**config.mk**
```make
export PLATFORM = sky130hd
export DESIGN_NAME = uart_tx_ui
export DESIGN_NICKNAME = d
export VERILOG_FILES = /design/src/rtl/uart_tx_ui.sv
export SDC_FILE = /design/constraint.sdc
export NUM_CORES = 1
export LEC_CHECK = 0
export BUFFER_PORTS_ARGS = -buffer_cell sky130_fd_sc_hd__buf_2
export CORE_UTILIZATION = 40
export DETAILED_ROUTE_END_ITERATION = 10
export PLACE_DENSITY = 0.62
export SYNTH_ARGS = -nofsm -noshare
export SYNTH_HDL_FRONTEND = slang
export SYNTH_SLANG_ARGS = --single-unit
```
**constraint.sdc**
```tcl
create_clock -name clk -period 2.9 [get_ports clk]
set_input_delay 0.29 -clock clk [delete_from_list [all_inputs] [get_ports clk]]
set_output_delay 0.29 -clock clk [all_outputs]
set_load 0.02 [all_outputs]
```
**src/rtl/uart_tx_ui.sv**
```systemverilog
// Debug UART transmitter driven by the superkdf9 user-instruction interface.
// Byte push, status read and flush land in a TX FIFO that an 8N1 serializer drains onto txd.
module uart_tx_ui #(
  parameter int unsigned BAUD_DIV = 434,
  parameter int unsigned FIFO_AW  = 4,
  parameter logic [10:0] OP_TX    = 11'h010,
  parameter logic [10:0] OP_STAT  = 11'h011,
  parameter logic [10:0] OP_FLUSH = 11'h012
) (
  input  logic        clk,
  input  logic        rst_n,
  input  logic [10:0] user_opcode,
  input  logic [31:0] user_operand_0,
  input  logic [31:0] user_operand_1,
  input  logic        user_valid,
  output logic        user_complete,
  output logic [31:0] user_result,
  output logic        txd
);

  localparam int unsigned DEPTH = 2 ** FIFO_AW;
  localparam int unsigned CW    = $clog2(BAUD_DIV);
  localparam int unsigned LW    = FIFO_AW + 1;

  typedef enum logic [1:0] {S_IDLE, S_START, S_DATA, S_STOP} state_t;

  logic [7:0]         mem [DEPTH];
  logic [FIFO_AW-1:0] wr_ptr, rd_ptr;
  logic [LW-1:0]      level;
  logic               empty, full;

  state_t             state, state_d;
  logic [CW-1:0]      cnt, cnt_d;
  logic [2:0]         bit_idx, bit_idx_d;
  logic [7:0]         shift, shift_d;
  logic               txd_d;

  logic               req, hit_tx, hit_stat, hit_flush;
  logic               push, pop;
  logic [31:0]        stat_word;

  logic               unused_ok;
  assign unused_ok = ^{user_operand_1, user_operand_0[31:8]};

  // The ~user_complete term masks the cycle where the CPU still holds valid after completion.
  assign req       = user_valid & ~user_complete;
  assign hit_tx    = req & (user_opcode == OP_TX);
  assign hit_stat  = req & (user_opcode == OP_STAT);
  assign hit_flush = req & (user_opcode == OP_FLUSH);

  assign empty = (level == '0);
  assign full  = (level == LW'(DEPTH));
  // A stalled push is accepted on the same edge that a pop frees an entry.
  assign push  = hit_tx & (~full | pop);

  // NOTE: the FIFO storage has no reset; only pointers and level define its contents.
  always_ff @(posedge clk) begin
    if (push) mem[wr_ptr] <= user_operand_0[7:0];
  end

  // NOTE: state registers use non-blocking assignments so every flop samples pre-edge values.
  always_ff @(posedge clk or negedge rst_n) begin
    if (!rst_n) begin
      wr_ptr <= '0;
      rd_ptr <= '0;
      level  <= '0;
    end else if (hit_flush) begin
      rd_ptr <= wr_ptr;
      level  <= '0;
    end else begin
      if (push) wr_ptr <= wr_ptr + 1'b1;
      if (pop)  rd_ptr <= rd_ptr + 1'b1;
      if (push & ~pop)      level <= level + 1'b1;
      else if (pop & ~push) level <= level - 1'b1;
    end
  end

  always_comb begin
    stat_word            = '0;
    stat_word[FIFO_AW:0] = level;
    stat_word[16]        = empty;
    stat_word[17]        = full;
    stat_word[18]        = (state != S_IDLE);
  end

  always_ff @(posedge clk or negedge rst_n) begin
    if (!rst_n) begin
      user_complete <= 1'b0;
      user_result   <= '0;
    end else begin
      user_complete <= hit_stat | hit_flush | push;
      user_result   <= hit_stat ? stat_word : '0;
    end
  end

  // NOTE: every output of this block gets a default first, so no path can infer a latch.
  always_comb begin
    state_d   = state;
    cnt_d     = cnt;
    bit_idx_d = bit_idx;
    shift_d   = shift;
    pop       = 1'b0;
    unique case (state)
      S_IDLE: begin
        if (~empty & ~hit_flush) begin
          pop     = 1'b1;
          shift_d = mem[rd_ptr];
          cnt_d   = CW'(BAUD_DIV - 1);
          state_d = S_START;
        end
      end
      S_START: begin
        if (cnt == '0) begin
          cnt_d     = CW'(BAUD_DIV - 1);
          bit_idx_d = '0;
          state_d   = S_DATA;
        end else begin
          cnt_d = cnt - 1'b1;
        end
      end
      S_DATA: begin
        if (cnt == '0) begin
          cnt_d = CW'(BAUD_DIV - 1);
          if (bit_idx == 3'd7) begin
            state_d = S_STOP;
          end else begin
            bit_idx_d = bit_idx + 1'b1;
            shift_d   = {1'b0, shift[7:1]};
          end
        end else begin
          cnt_d = cnt - 1'b1;
        end
      end
      S_STOP: begin
        if (cnt == '0) begin
          // Chain straight into the next start bit so back-to-back frames have no gap.
          if (~empty & ~hit_flush) begin
            pop     = 1'b1;
            shift_d = mem[rd_ptr];
            cnt_d   = CW'(BAUD_DIV - 1);
            state_d = S_START;
          end else begin
            state_d = S_IDLE;
          end
        end else begin
          cnt_d = cnt - 1'b1;
        end
      end
      default: state_d = S_IDLE;
    endcase
  end

  always_comb begin
    unique case (state_d)
      S_START: txd_d = 1'b0;
      S_DATA:  txd_d = shift_d[0];
      default: txd_d = 1'b1;
    endcase
  end

  always_ff @(posedge clk or negedge rst_n) begin
    if (!rst_n) begin
      state   <= S_IDLE;
      cnt     <= '0;
      bit_idx <= '0;
      shift   <= '0;
      txd     <= 1'b1;
    end else begin
      state   <= state_d;
      cnt     <= cnt_d;
      bit_idx <= bit_idx_d;
      shift   <= shift_d;
      txd     <= txd_d;
    end
  end

endmodule
```
==> results of run 1 <==
## area by class of cell
type,count,share of cell area (%)
Timing Repair Buffer,69,5.01
Sequential cell,173,55.0
Clock inverter,15,2.46
Tap cell,260,3.60
Clock buffer,17,4.70
Inverter,11,0.457
Multi-Input combinational cell,301,28.8
## Yosys cell counts (2+ instances only)
cell type | count | area (um2)
and2_1 | 6 | 37.5
o31a_1 | 2 | 17.5
nand2_1 | 24 | 90.1
inv_1 | 11 | 41.3
o22a_1 | 5 | 43.8
nand2_2 | 2 | 12.5
nand4_1 | 3 | 18.8
or4_4 | 2 | 22.5
or3_1 | 4 | 25.0
a21oi_1 | 13 | 65.1
buf_1 | 4 | 15.0
mux4_2 | 33 | 743
dfrtp_1 | 44 | 1100
and3_1 | 3 | 18.8
nor4b_2 | 3 | 45.0
a22oi_1 | 2 | 15.0
nor2b_1 | 7 | 43.8
a21o_1 | 2 | 15.0
buf_2 | 7 | 35.0
nor4_4 | 2 | 42.5
o22ai_1 | 4 | 25.0
ha_1 | 17 | 213
xor2_1 | 5 | 43.8
nor3_1 | 7 | 35.0
buf_4 | 27 | 203
a211oi_1 | 14 | 105
o21ai_0 | 19 | 95.1
a221o_1 | 8 | 80.1
edfxtp_1 | 128 | 3840
nor2_1 | 37 | 139
xnor2_1 | 3 | 26.3
nand3_1 | 10 | 50.1
a22o_1 | 3 | 26.3
clkbuf_1 | 9 | 33.8
mux2i_1 | 10 | 100
nand2b_1 | 3 | 18.8
## power groups by stage
stage,sequential [W],combinational (W),clock (W)
detailed placement,0.00272,0.000116,0
CTS,0.00267,0.000117,0.00247
global route,0.00267,0.000129,0.00257
finish,0.00267,0.000115,0.00242
global placement,0.00272,0.000110,0
floorplan,0.00272,0.0000830,0
## registers in the layout (all words and copies together) (netlist names)
register,count
shift,8
mem,128
cnt,9
state,2
wr_ptr,4
bit_idx,3
user_complete,1
txd,1
rd_ptr,4
level,5
user_result,8
## per-layer routing
layer | wire length, um | GRT usage (%) | up-vias
met5 | 0 | 0 | -
met4 | 223 | 5.83 | 0
met3 | 691 | 3.17 | 22
met2 | 7410 | 27.3 | 113
met1 | 6630 | 20.9 | 2279
li1 | - | - | 2059
## cells in the final DEF (no fill, tap or decap), types with 5 or more instances in the layout
cell | synthesis | routed
edfxtp_1 | 128 | 128
dfrtp_1 | 44 | 43
nor2_1 | 37 | 37
buf_4 | 27 | 37
mux4_2 | 33 | 33
buf_2 | 7 | 31
conb_1 | 1 | 24
nand2_1 | 24 | 23
o21ai_0 | 19 | 19
ha_1 | 17 | 17
clkbuf_16 | 0 | 17
a211oi_1 | 14 | 14
a21oi_1 | 13 | 12
mux2i_1 | 10 | 10
nand3_1 | 10 | 10
inv_1 | 11 | 9
a221o_1 | 8 | 8
nor2b_1 | 7 | 7
and2_1 | 6 | 6
nor3_1 | 7 | 5
o22a_1 | 5 | 5
xor2_1 | 5 | 5
clkinv_8 | 0 | 5
inv_8 | 0 | 5
## timing repair
action,in CTS,in global routing
setup buffers,0,3
resized for setup,1,3
pin swaps,4,5
setup endpoints to repair,1,8
## metrics by stage
stage | util (%) | instances
6_report | 47.9 | 846
4_1_cts | 47.7 | 843
3_5_place_dp | 44.2 | 811
3_3_place_gp | 44.2 | 811
2_1_floorplan | - | 533
5_1_grt | 47.9 | 846
## final timing paths
kind | from | end | cells past startpoint
min in group clk | user_opcode[0] | user_result[17] | 3
hold reg to reg | shift[7] | shift[7] | 2
hold / removal | rst_n | user_result[1] | 1
max in group asynchronous | rst_n | rd_ptr[0] | 1
setup / recovery | cnt[0] | level[4] | 13
setup reg to reg | cnt[0] | level[4] | 13
## cells by family after synthesis
group | after synthesis | synth area share, %
DFF | 173 | 63.9
buffers and inverters | 59 | 4.36
and+or+nand+nor | 124 | 9.27
adders and majority gates | 18 | 2.99
muxes | 44 | 11.0
AOI/OAI and AO/OA | 83 | 7.53
other | 1 | 0.0482
xor gates and xnor gates | 8 | 0.901
==> results.json, run 1 <==
{
  "synthFlopType": "edfxtp_1",
  "slew_viol_final": 0,
  "synth_cell_types": 63,
  "yosys_warnings": 0,
  "seqPwrFrac_pct": 51.2,
  "pwr-share-comb_pct": 2.2,
  "final.setup.tns_ps": 0,
  "worstPathMaxFanout": 5,
  "syn_to_final_growth_pct": 16.3,
  "cp.required_ps": 3210,
  "cts_hold_buf": 0,
  "seq_area_frac_synth_pct": 63.9,
  "first_iter_violations": 326,
  "drv_cap": 0,
  "setup_viol": 0,
  "cpPeakStageDelay_ps": 390,
  "diodes": 0,
  "wire_per_inst_um": 17.7,
  "dpl.hpwl_um": 10200,
  "syn_area_mm2": 0.00778,
  "overflow": 0,
  "switching_power_w": 0.00118,
  "htree_levels": 4,
  "nFillCells": 1624,
  "rows": 50,
  "worstMarginPinSlew_ps": 1020,
  "clockPowerShare_pct": 46.5,
  "track_usage_pct": 16.2,
  "worstSetupEndpointType": "register",
  "firstDrtPassIters": 4,
  "grt_pass1_vias": 4659,
  "antenna_found_initial": 0,
  "clockRootBuffer": "clkbuf_16",
  "die_width_um": 141,
  "p_int_w": 0.00403,
  "cts_tree": "built",
  "p_leak_nw": 3.33,
  "io_buffers": 31,
  "cts_buffer_depth": 2,
  "status": "finished clean",
  "reg2reg_slack_ps": 110,
  "clk_latency_ps": 440,
  "rsz0062_at_grt": "yes",
  "fin_ws_ps": 106,
  "fin_crit_ps": 2790,
  "syn_area_per_cell_um2": 15.2,
  "regArea_mm2": 0.00497,
  "via_count": 4473,
  "fmax_mhz": 358,
  "peakVddDrop_mv": 0.433,
  "cp_slowest_cell": "dfrtp_1",
  "synthArstFlopShare_pct": 26.0,
  "pre_cts_ws_ps": -46.0,
  "holdWs_ps": 29.3,
  "routed_via_density": 5.29,
  "path_common_cell": "ha_1",
  "clk_pin_slew_ps": 70,
  "slew_headroom_pct": 31.8,
  "design_area_mm2": 0.00904,
  "nNetsFinal": 669,
  "path_delay_family": "compound AO/OA/AOI/OAI gates",
  "finalClockSkew_ps": 10.2,
  "placed_area_mm2": 0.00835,
  "synth_edf_count": 128,
  "die-area_mm2": 0.0200,
  "initial_core_util_pct": 41.2,
  "synth-seq-cells": 173,
  "gp_congestion": 0.765,
  "clock_sinks": 173,
  "grt_max_degree": 46,
  "power.density_mw_per_mm2": 576,
  "syn_inst": 510,
  "routed_wl_um": 15000,
  "path_class": "register to register",
  "cp-start-kind": "register",
  "swShare_pct": 22.6,
  "core_mm2": 0.0189,
  "hold_viol": 0,
  "hold_path_class": "input pin to async pin",
  "num_io_pins": 112,
  "drc_errors": 0,
  "arrival_ps": 3110,
  "finalCritPeriodShare_pct": 96.4,
  "finalPower_w": 0.00521,
  "die_y_um": 141,
  "ant_nets": 0,
  "multiInputGateArea_mm2": 0.00260,
  "crit_buf_inv": 1,
  "cts_made_buffers": 17,
  "path_cells": "inv_2, ha_1, nor4b_4, a31oi_4, nor4_4, o21a_1, nand2_4, ha_1, a21o_1, a21oi_4, nor4b_1, a41oi_1, nand3_1",
  "grt_pass1_wl_um": 24500,
  "drive_gt1_share_pct": 27.5
}
Note: power is estimated with default switching activity, not from simulation.
==> inputs of run 2 (changes only) <==
--- a/config.mk
+++ b/config.mk
@@ -9,6 +9,7 @@
 export CORE_UTILIZATION = 40
 export DETAILED_ROUTE_END_ITERATION = 10
 export PLACE_DENSITY = 0.62
+export RECOVER_POWER = 50
 export SYNTH_ARGS = -nofsm -noshare
 export SYNTH_HDL_FRONTEND = slang
 export SYNTH_SLANG_ARGS = --single-unit
==> run 2 against run 1 <==
Against the previous run: the flow now finishes with violations (max-capacitance violations, max-slew violations); count of clock-buffer cells in the layout unchanged; final cell count unchanged; non-clock buffer count unchanged; combinational power about the same; first-iteration DRC count down 0.61%; maximum frequency about the same; worst hold slack better by 190 ps.
==> results.json, run 2 (same netlist as run 1, synthesis figures left out) <==
{
  "routed_wl_um": 15000,
  "via_count": 4459,
  "met1_length_um": 6660,
  "drv_cap": 1,
  "diodes": 0,
  "violations": "max-capacitance violations, max-slew violations",
  "grt_pass1_vias": 4659,
  "worstSetupEndpointType": "register",
  "cp.required_ps": 3210,
  "hold_viol": 0,
  "grt_max_degree": 46,
  "regMostFlops": "mem",
  "ant_nets": 0,
  "cts_buffer_depth": 2,
  "wl_met3_um": 705,
  "grt_pass1_wl_um": 24500,
  "clock_sinks": 173,
  "firstDrtPassIters": 4,
  "die_width_um": 141,
  "dpl.hpwl_um": 10200,
  "finalClockSkew_ps": 10.3,
  "first_iter_violations": 324,
  "die_y_um": 141,
  "core_mm2": 0.0189,
  "htree_levels": 4,
  "p_leak_nw": 3.29,
  "clk_pin_slew_ps": 70,
  "final_cell_mix": "edfxtp_1 (128), dfrtp_1 (43), nor2_1 (37), buf_4 (37), mux4_2 (33)",
  "wire_per_inst_um": 17.7,
  "hold_path_class": "input pin to register",
  "cp-start-kind": "register",
  "gp_congestion": 0.765,
  "rows": 50,
  "io_buffers": 31,
  "highest_layer": "met4",
  "worstPathMaxFanout": 5,
  "rsz0062_at_grt": "yes",
  "status": "complete, but fails checks",
  "nNetsFinal": 669,
  "syn_to_final_growth_pct": 16.1,
  "track_usage_pct": 16.2,
  "die-area_mm2": 0.0200,
  "slew_viol_final": 46,
  "final_common_cell": "edfxtp_1",
  "fin_crit_ps": 2790,
  "setup_viol": 0,
  "reg2reg_slack_ps": 110,
  "top_regs": "mem: 128 flops, cnt: 9 flops",
  "slew_headroom_pct": -63.7,
  "drive_gt1_share_pct": 25.3,
  "utilization_pct": 47.8,
  "drc_errors": 0,
  "power.density_mw_per_mm2": 577,
  "cts_tree": "built",
  "routed_via_density": 5.27,
  "initial_core_util_pct": 41.2,
  "finalCritPeriodShare_pct": 96.3,
  "cts_made_buffers": 17,
  "holdWs_ps": 217,
  "fmax_mhz": 358,
  "clk_latency_ps": 440,
  "route.met2.wl_um": 7400,
  "num_io_pins": 112,
  "worstMarginPinSlew_ps": 2460,
  "clockRootBuffer": "clkbuf_16",
  "arrival_ps": 3110,
  "antenna_found_initial": 0,
  "largest_reg_flops": 128,
  "path_class": "register to register",
  "overflow": 0,
  "peakVddDrop_mv": 0.433
}
## run 2: changes by cell type in the layout (fill, tap and decap cells not counted)
cell,previous run,this run
buf_2,31,18
clkbuf_1,0,13
## run 2: report_power, final
group	internal, W	leakage, nW	switching, W
registers	0.00266	1.71	0.00000613
clock network	0.00134	0.311	0.00109
logic	0.0000278	1.27	0.0000854
## run 2: worst max-delay path, stage by stage, from the launching register on
cell     delay (ps)
dfrtp_1         390
inv_2            80
ha_1            160
nor4b_4         280
a31oi_4         160
nor4_4          270
o21a_1          210
nand2_4          90
fa_2            350
a21o_1          190
a21oi_4         170
nor4b_1          70
a41oi_1         160
nand3_1          90
## run 2: final timing paths
kind,startpoint,end,cells after the start
min,user_opcode[0],user_result[17],3
min in group asynchronous,rst_n,user_result[1],1
min reg2reg,shift[7],shift[7],2
max,cnt[0],level[4],13
max in group asynchronous,rst_n,rd_ptr[0],1
max reg2reg,cnt[0],level[4],13
## run 2: routing by layer
metal	vias to the layer above	track usage, %
met4	0	5.83
met2	113	27.3
met5	-	0
met1	2267	20.9
met3	20	3.17
li1	2059	-
## run 2: layout make-up
| class | count | area [um2] |
|---|---|---|
| clock buffer | 17 | 425 |
| clock inverter | 15 | 223 |
| fill | 1630 | 9870 |
| inverter | 11 | 41.3 |
| multi-input combinational | 301 | 2600 |
| sequential | 173 | 4970 |
| tap | 260 | 325 |
| timing repair buffer | 69 | 437 |
## run 2: what timing repair did
action | CTS | global route
endpoints found under the hold margin | 0 | 0
setup endpoints to repair | 1 | 8
buffers inserted | 0 | 3
hold buffers | 0 | 0
pin swaps | 4 | 5
resized for setup | 1 | 3
## run 2: per-stage QoR
stage / setup WS [ps] / setup TNS (ps) / cells / cell area [um2] / power (W)
CTS: 50.7 / 0 / 843 / 9010 / 0.00525
finish: 107 / 0 / 846 / 9030 / 0.00521
floorplan: -62.7 / -62.7 / 533 / 7900 / 0.00280
global placement: 23.8 / 0 / 811 / 8350 / 0.00283
detailed placement: -46.0 / -46.0 / 811 / 8350 / 0.00284
global route: -142 / -436 / 846 / 9030 / 0.00536
